[config.mk]
export PLATFORM = sky130hd
export DESIGN_NAME = jtag_tap_responder
export DESIGN_NICKNAME = d
export VERILOG_FILES = /design/src/rtl/jtag_tap_pkg.sv /design/src/rtl/jtag_pin_sync.sv /design/src/rtl/jtag_tap_responder.sv
export SDC_FILE = /design/constraint.sdc
export NUM_CORES = 1
export LEC_CHECK = 0
export CAP_MARGIN = 30
export CORE_MARGIN = 3
export CORE_UTILIZATION = 40
export DETAILED_ROUTE_END_ITERATION = 7
export PLACE_DENSITY = 0.57
export SLEW_MARGIN = 20
export SYNTH_ARGS = -nofsm -noshare
export SYNTH_HDL_FRONTEND = slang
export SYNTH_SLANG_ARGS = --single-unit
[constraint.sdc]
create_clock -name CLK -period 5.23 [get_ports CLK]
set_input_delay 0.7845 -clock CLK [delete_from_list [all_inputs] [get_ports CLK]]
set_output_delay 0.7845 -clock CLK [all_outputs]
set_load 0.02 [all_outputs]
[src/rtl/jtag_tap_pkg.sv]
// Shared definitions for the JTAG TAP responder.
//   tap_state_e : 16 TAP controller states, encoded per the IEEE 1149.1 table
//                 so TAP_STATE matches what external debug tools expect.
//   OP_*        : instruction opcodes for the default 4-bit IR.
//   IR_CAPTURE  : fixed low bits loaded into the IR shift register on Capture-IR.
package jtag_tap_pkg;

  typedef enum logic [3:0] {
    EXIT2_DR = 4'h0,
    EXIT1_DR = 4'h1,
    SHIFT_DR = 4'h2,
    PAUSE_DR = 4'h3,
    SEL_IR   = 4'h4,
    UPD_DR   = 4'h5,
    CAP_DR   = 4'h6,
    SEL_DR   = 4'h7,
    EXIT2_IR = 4'h8,
    EXIT1_IR = 4'h9,
    SHIFT_IR = 4'hA,
    PAUSE_IR = 4'hB,
    RTI      = 4'hC,
    UPD_IR   = 4'hD,
    CAP_IR   = 4'hE,
    TLR      = 4'hF
  } tap_state_e;

  localparam logic [3:0] OP_IDCODE = 4'b1110;
  localparam logic [3:0] OP_USER   = 4'b1000;
  localparam logic [3:0] OP_BYPASS = 4'b1111;

  localparam logic [1:0] IR_CAPTURE = 2'b01;

endpackage

[src/rtl/jtag_pin_sync.sv]
// Brings the asynchronous JTAG pins into the CLK domain.
//   CLK, RST          : system clock, synchronous active-high reset
//   TCK/TMS/TDI/nTRST : raw JTAG pins
//   tck_rise/tck_fall : one-CLK strobes on synchronized TCK edges
//   tms_s/tdi_s       : TMS/TDI from the same sync stage as TCK
//   trst_s            : active-high TAP reset from synchronized nTRST
module jtag_pin_sync (
  input  logic CLK,
  input  logic RST,
  input  logic TCK,
  input  logic TMS,
  input  logic TDI,
  input  logic nTRST,
  output logic tck_rise,
  output logic tck_fall,
  output logic tms_s,
  output logic tdi_s,
  output logic trst_s
);

  logic [1:0] tck_sy;
  logic [1:0] tms_sy;
  logic [1:0] tdi_sy;
  logic [1:0] trst_sy;
  logic       tck_hist;

  always_ff @(posedge CLK) begin
    if (RST) begin
      tck_sy   <= '0;
      tms_sy   <= '0;
      tdi_sy   <= '0;
      trst_sy  <= '0;
      tck_hist <= 1'b0;
    end else begin
      trst_sy <= {trst_sy[0], nTRST};
      // The nTRST chain itself is never cleared by nTRST, otherwise it would
      // latch itself low forever.
      if (!trst_sy[1]) begin
        tck_sy   <= '0;
        tms_sy   <= '0;
        tdi_sy   <= '0;
        tck_hist <= 1'b0;
      end else begin
        tck_sy   <= {tck_sy[0], TCK};
        tms_sy   <= {tms_sy[0], TMS};
        tdi_sy   <= {tdi_sy[0], TDI};
        tck_hist <= tck_sy[1];
      end
    end
  end

  always_comb begin
    trst_s   = ~trst_sy[1];
    tck_rise = tck_sy[1] & ~tck_hist & ~trst_s;
    tck_fall = ~tck_sy[1] & tck_hist & ~trst_s;
    tms_s    = tms_sy[1];
    tdi_s    = tdi_sy[1];
  end

endmodule

[src/rtl/jtag_tap_responder.sv]
// Target-side IEEE 1149.1 TAP: oversampled TAP controller with IR and
// IDCODE / BYPASS / USER data registers.
//   CLK, RST                : system clock, synchronous active-high reset
//   TCK, TMS, TDI, nTRST    : asynchronous JTAG pins
//   TDO, TDO_OE             : serial out, enabled only in Shift-IR/Shift-DR
//   USER_DIN                : captured into USER on Capture-DR
//   USER_DOUT, USER_UPDATE  : USER value and 1-CLK strobe on Update-DR
//   TAP_STATE, IR_VALUE     : current TAP state and instruction
module jtag_tap_responder
  import jtag_tap_pkg::*;
#(
  parameter int          IR_LEN     = 4,
  parameter logic [31:0] IDCODE_VAL = 32'h1BB0_0001,
  parameter int          USER_LEN   = 8
) (
  input  logic                CLK,
  input  logic                RST,
  input  logic                TCK,
  input  logic                TMS,
  input  logic                TDI,
  input  logic                nTRST,
  output logic                TDO,
  output logic                TDO_OE,
  input  logic [USER_LEN-1:0] USER_DIN,
  output logic [USER_LEN-1:0] USER_DOUT,
  output logic                USER_UPDATE,
  output logic [3:0]          TAP_STATE,
  output logic [IR_LEN-1:0]   IR_VALUE
);

  // Opcodes generalised to IR_LEN: IDCODE all-ones but bit 0, USER MSB only.
  localparam logic [IR_LEN-1:0] IR_IDCODE = (IR_LEN == 4) ? IR_LEN'(OP_IDCODE) : ~IR_LEN'(1);
  localparam logic [IR_LEN-1:0] IR_USER   = (IR_LEN == 4) ? IR_LEN'(OP_USER)
                                                          : IR_LEN'(1) << (IR_LEN - 1);
  localparam logic [IR_LEN-1:0] IR_CAP    = IR_LEN'(IR_CAPTURE);

  logic tck_rise;
  logic tck_fall;
  logic tms_s;
  logic tdi_s;
  logic trst_s;
  logic rst_all;

  jtag_pin_sync u_sync (
    .CLK      (CLK),
    .RST      (RST),
    .TCK      (TCK),
    .TMS      (TMS),
    .TDI      (TDI),
    .nTRST    (nTRST),
    .tck_rise (tck_rise),
    .tck_fall (tck_fall),
    .tms_s    (tms_s),
    .tdi_s    (tdi_s),
    .trst_s   (trst_s)
  );

  assign rst_all = RST | trst_s;

  tap_state_e state_q;
  tap_state_e state_d;
  tap_state_e tap_next;

  always_ff @(posedge CLK) begin
    if (rst_all) state_q <= TLR;
    else         state_q <= state_d;
  end

  always_comb begin
    tap_next = state_q;
    case (state_q)
      TLR:      tap_next = tms_s ? TLR      : RTI;
      RTI:      tap_next = tms_s ? SEL_DR   : RTI;
      SEL_DR:   tap_next = tms_s ? SEL_IR   : CAP_DR;
      CAP_DR:   tap_next = tms_s ? EXIT1_DR : SHIFT_DR;
      SHIFT_DR: tap_next = tms_s ? EXIT1_DR : SHIFT_DR;
      EXIT1_DR: tap_next = tms_s ? UPD_DR   : PAUSE_DR;
      PAUSE_DR: tap_next = tms_s ? EXIT2_DR : PAUSE_DR;
      EXIT2_DR: tap_next = tms_s ? UPD_DR   : SHIFT_DR;
      UPD_DR:   tap_next = tms_s ? SEL_DR   : RTI;
      SEL_IR:   tap_next = tms_s ? TLR      : CAP_IR;
      CAP_IR:   tap_next = tms_s ? EXIT1_IR : SHIFT_IR;
      SHIFT_IR: tap_next = tms_s ? EXIT1_IR : SHIFT_IR;
      EXIT1_IR: tap_next = tms_s ? UPD_IR   : PAUSE_IR;
      PAUSE_IR: tap_next = tms_s ? EXIT2_IR : PAUSE_IR;
      EXIT2_IR: tap_next = tms_s ? UPD_IR   : SHIFT_IR;
      UPD_IR:   tap_next = tms_s ? SEL_DR   : RTI;
      default:  tap_next = TLR;
    endcase
    state_d = tck_rise ? tap_next : state_q;
  end

  logic [IR_LEN-1:0]   ir_shift;
  logic [31:0]         id_shift;
  logic [USER_LEN-1:0] user_shift;
  logic                byp_shift;
  logic                sel_idcode;
  logic                sel_user;
  logic                dr_lsb;

  always_comb begin
    sel_idcode = (IR_VALUE == IR_IDCODE);
    sel_user   = (IR_VALUE == IR_USER);
    if (sel_idcode)    dr_lsb = id_shift[0];
    else if (sel_user) dr_lsb = user_shift[0];
    else               dr_lsb = byp_shift;
  end

  // Actions key off state_q, i.e. the state held before this rising edge.
  always_ff @(posedge CLK) begin
    if (rst_all) begin
      IR_VALUE    <= IR_IDCODE;
      ir_shift    <= '0;
      id_shift    <= '0;
      user_shift  <= '0;
      byp_shift   <= 1'b0;
      USER_DOUT   <= '0;
      USER_UPDATE <= 1'b0;
      TDO         <= 1'b0;
    end else begin
      USER_UPDATE <= 1'b0;
      if (tck_rise) begin
        case (state_q)
          CAP_IR:   ir_shift <= IR_CAP;
          SHIFT_IR: ir_shift <= IR_LEN'({tdi_s, ir_shift} >> 1);
          UPD_IR:   IR_VALUE <= ir_shift;
          CAP_DR: begin
            if (sel_idcode)    id_shift   <= IDCODE_VAL;
            else if (sel_user) user_shift <= USER_DIN;
            else               byp_shift  <= 1'b0;
          end
          SHIFT_DR: begin
            if (sel_idcode)    id_shift   <= {tdi_s, id_shift[31:1]};
            else if (sel_user) user_shift <= USER_LEN'({tdi_s, user_shift} >> 1);
            else               byp_shift  <= tdi_s;
          end
          UPD_DR: begin
            if (sel_user) begin
              USER_DOUT   <= user_shift;
              USER_UPDATE <= 1'b1;
            end
          end
          default: ;
        endcase
        if (tap_next == TLR) IR_VALUE <= IR_IDCODE;
      end
      if (tck_fall) begin
        if (state_q == SHIFT_IR)      TDO <= ir_shift[0];
        else if (state_q == SHIFT_DR) TDO <= dr_lsb;
      end
    end
  end

  assign TDO_OE    = (state_q == SHIFT_IR) || (state_q == SHIFT_DR);
  assign TAP_STATE = state_q;

endmodule

Yosys cells after proc, flatten, opt, wreduce, memory -nomap -nowiden --
Cells that the tools add are included.
Word-level totals: register bits after elaboration 72, bits of input ports 14, output and inout port bits 19, word-level logic and storage cells 102
Cells by class: eq/ne operators 26, multiplexer cells 34, bitwise operators 10, reductions and logical operators 18
Operators by type and width (count):
- $mux W32 | 2
- $pmux W32 S2 | 1
- $pmux W4 S12 | 1
- $eq A4 B4 Y1 const B | 11
- $mux W8 | 4
- $eq A4 B3 Y1 const B | 4
- $ne A2 B2 Y1 const B | 8
- $pmux W8 S2 | 1
- $mux W2 | 6
- $mux W3 | 4
- $mux W4 | 3
- $reduce_and A6 Y1 | 2
- $mux W1 | 10
- $eq A4 B2 Y1 const B | 2
- $pmux W4 S2 | 1
- $reduce_bool A2 Y1 | 4
- $reduce_and A2 Y1 | 3
- $reduce_or A2 Y1 | 3
- $reduce_or A3 Y1 | 2
- $not A1 Y1 | 5
- $and A1 B1 Y1 | 4
- $eq A4 B1 Y1 const B | 1
- $logic_not A4 Y1 | 1
- $reduce_and A4 Y1 | 1
- 4 further kinds | 4

Longest topological paths before layout --
word-level depth 6, depth in mapped cells 6

By module --
A second synthesis with hierarchy kept.
Second synthesis, totals: cells, all modules 332, area, all modules 3094.2 um^2
Modules (own cells, without submodules):
- jtag_tap_responder | times used 1, cells an instance 311, area an instance 2819.0 um^2
- jtag_pin_sync | times used 1, cells an instance 21, area an instance 275.3 um^2

Worst setup path before layout --
OpenSTA, ideal clock, no wires.
path kind register to register, from reg state_q[1] (netlist: TAP_STATE[1]), to reg id_shift[0], setup time 0.132 ns, data arrival time 1.973 ns, data required time 5.098 ns, path slack 3.125 ns, cell stages (with the launch flop) 7, path buffers 2, clock period less this slack 2.105 ns, path through dfxtp_1 -> or3b_1 -> or4_1 -> buf_2 -> buf_6 -> nor3_2 -> nor3_1
On the way: word-level cells in the longest chain between the ends 3, elaborated cells on any way between the ends 7
Ends and longest elaborated chain:
- start, declared | line jtag_tap_responder.sv:60 | tap_state_e state_q;
- start signal, assigned | line jtag_tap_responder.sv:66 | else state_q <= state_d;
- $eq A4 B3 Y1 / $eq A4 B2 Y1 (equally long branches) | line jtag_tap_responder.sv:123 | case (state_q)
- $ne A2 B2 Y1 (no line) / $reduce_bool A2 Y1 (equally long branches)
- $reduce_and A4 Y1 (no line)
- end signal, assigned | line jtag_tap_responder.sv:133 | if (sel_idcode) id_shift <= {tdi_s, id_shift[31:1]};
- end, declared | line jtag_tap_responder.sv:94 | logic [31:0] id_shift;
Parallel ways exist; a longest one is shown, timed or not. A chain may end at the register's enable or synchronous reset.

Worst setup path after layout --
from reg state_q[1] (netlist: TAP_STATE[1]), to out TDO_OE
On the way: word-level cells in the longest chain between the ends 2, elaborated cells on any way between the ends 3
Ends and longest elaborated chain:
- $eq A4 B4 Y1 / $eq A4 B2 Y1 (equally long branches) | line jtag_tap_responder.sv:154 | assign TDO_OE = (state_q == SHIFT_IR) || (state_q == SHIFT_DR);
- $logic_or A1 B1 Y1 (*) | line jtag_tap_responder.sv:154
- end, declared | line jtag_tap_responder.sv:23 | output logic TDO_OE,
Mark *: on every way between the ends. The rest lies on a longest branch, timed or not.

==> qor.yml <==
avgSynthCellArea_um2: 8.49
clock_skew_ns: 0.0103
max_freq_mhz: 370
synth.distinct_cells: 43
rows: 30
crit_arrival_ns: 1.91
final_antenna_net_count: 0
irDropWorstVdd_uv: 171
worstMarginPinSlew_ns: 0.759
drt-pass1-iter-count: 4
hold_slack_ns: 0.428
grt_pass1_vias: 2277
die_height_um: 90.8
finalHoldViolations: 0
synth_edf_count: 0
rsz0062_at_grt: "false"
wl_mm: 6.03
ios: 33
cts_made_buffers: 9
min_from: "u_sync.tdi_sy[0]$_SDFF_PP0_"
setup.worst_path.class: "reg -> out"
min_period_ns: 2.70
p_clk_frac: 0.459
yosys_warnings: 0
clockBufferDepth: 2
dieArea_um2: 8240
reg2regPathDepth: 5
drive_gt1_frac: 0.0956
cts_tree: "built"
final_common_cell: "dfxtp_1"
synth_area_um2: 2880
post_cts_buffers: 0
clkLatencyLatePin_ns: 0.34
p_leak_uw: 0.00111
root_buffer: "clkbuf_8"
combPwrFrac: 0.017
ys.flop_type: "dfxtp_1"
status: "complete, no violations"
timing.rr.start: "TAP_STATE[1]$_SDFFE_PP1P_"
hold_end: "u_sync.tdi_sy[1]$_SDFF_PP0_"
vias: 2426
power.density_nw_per_um2: 301
post-route-drc-count: 0
vias_per_cell: 5.25
grt-ovfl-total: 0
cp_max_fo: 17
slew_headroom: 0.490
yosysSeqAreaShare: 0.501
final_cell_mix: "72 x dfxtp_1, 52 x nand2_1, 37 x nand3_1, 32 x clkdlybuf4s50_1, 28 x nor2_1"
worst_ep_required_time_ns: 4.45
sequentialPowerShare: 0.524
ys_ff_latch: 72
worstReg2RegEnd: "id_shift[0]$_SDFFE_PP0P_"
synth_top_area_share: 0.501
fin_nets: 375
synthArstFlopShare: 0
place.gp.congestion: 0.763
maxCapViolCount: 0
grt_max_degree: 46
setup_viol: 0
core_um2: 6870
grt.total_usage: 0.153
synthTopCellsByArea: "dfxtp_1 50%, nand2_1 6.8%, nand3_1 6.4%, a21oi_1 4.5%, nor2_1 3.7%"
start_util: 0.419
dp_hpwl_mm: 3.67
h-tree-depth: 3
synth.largest_area_cell: "dfxtp_1"
startpoint_type: "register"
crit_path_end_kind: "primary output"
path_clk_slew_ns: 0.08
drt-initial-drc-count: 111
die_w_um: 90.8
antenna_cells: 0
drv_slew: 0
fin_tns_setup_ns: 0
swShare: 0.211
rrSetupSlack_ns: 2.64
cts_resized: 0
antenna_found_initial: 0
portBuffers: 32
hp-class: "reg -> reg"
p_switching_uw: 221
cts_sinks: 72
area_delta_synth_final_pct: 21.1
hold_path_depth: 1
wl_per_cell_um: 13.1
grt_pass1_wl_mm: 10.4
postCtsHoldBufs: 0
internal_power_uw: 828
synth_fp_nets: 353
min_period_over_period: 0.516
power.total_uw: 1050
synthCells: 339
-- layout make-up --
| type | count | area (µm²) |
|---|---|---|
| Clock buffer | 9 | 124 |
| Clock inverter | 7 | 96.3 |
| Fill cell | 679 | 3380 |
| Inverter | 3 | 11.3 |
| Multi-Input combinational cell | 238 | 1330 |
| Sequential cell | 72 | 1440 |
| Tap cell | 96 | 120 |
| Timing Repair Buffer | 37 | 365 |
-- critical path: stages, from the launching register on --
cell and delay [ns]:
dfxtp_1 0.67, nand2b_1 0.18, nor2_1 0.11, clkdlybuf4s50_1 0.61
-- synth_stat cells, types with 4 or more instances --
library cell,instances
nor3_1,11
dfxtp_1,72
nand2b_1,5
and2_1,8
nor3_2,6
o21ai_0,18
nor2_1,28
a21oi_1,26
nor2b_1,4
buf_2,8
nand2_1,52
a311oi_1,8
clkbuf_1,16
nand3_1,37
-- cell families after synthesis --
logic type      after synthesis  synth area share
simple gates                170             0.309
flops                        72             0.501
compound gates               66             0.139
buf+inv                      29            0.0439
xor+xnor                      1           0.00305
mux                           1           0.00391
-- stage by stage --
step	setup WS, ns	util	area (µm²)	cells
after floorplan	3.13	-	2880	339
after global placement	2.48	0.473	3250	445
after detailed placement	2.64	0.475	3260	446
after CTS	2.50	0.507	3480	462
after global routing	2.39	0.507	3480	462
final	2.53	0.507	3480	462
-- registers in the layout, summed over array words and instances, names as in the netlist --
| name | cells |
|---|---|
| TDO | 1 |
| u_sync.tck_sy | 2 |
| IR_VALUE | 4 |
| TAP_STATE | 4 |
| ir_shift | 4 |
| u_sync.trst_sy | 2 |
| u_sync.tck_hist | 1 |
| USER_DOUT | 8 |
| byp_shift | 1 |
| user_shift | 8 |
| id_shift | 32 |
| u_sync.tdi_sy | 2 |
| u_sync.tms_sy | 2 |
| USER_UPDATE | 1 |
-- how the worst max path moves through the flow --
stage,cells past startpoint,startpoint,to,slack (ns)
5_1_grt,3,TAP_STATE[1]$_SDFFE_PP1P_,TDO_OE,2.39
6_report,3,TAP_STATE[1]$_SDFFE_PP1P_,TDO_OE,2.53
3_5_place_dp,5,TAP_STATE[1]$_SDFFE_PP1P_,id_shift[0]$_SDFFE_PP0P_,2.64
2_1_floorplan,6,TAP_STATE[1]$_SDFFE_PP1P_,id_shift[0]$_SDFFE_PP0P_,3.13
3_3_place_gp,4,TAP_STATE[1]$_SDFFE_PP1P_,id_shift[21]$_SDFFE_PP0P_,2.48
4_1_cts,3,TAP_STATE[1]$_SDFFE_PP1P_,TDO_OE,2.50
-- per-layer routing --
layer	GRT usage	wire, µm
met3	0.0283	240
met5	0	0
met4	0.0716	99
met1	0.202	3000
met2	0.242	2690
-- power groups by stage --
stage	Combinational [µW]	Sequential (µW)	Clock (µW)
3_5_place_dp	18.3	562	0
3_3_place_gp	18.5	562	0
4_1_cts	18.5	549	494
6_report	18.3	549	481
2_1_floorplan	6.35	562	0
5_1_grt	19.9	550	513
No activity file was read; power rests on OpenSTA's default activity.
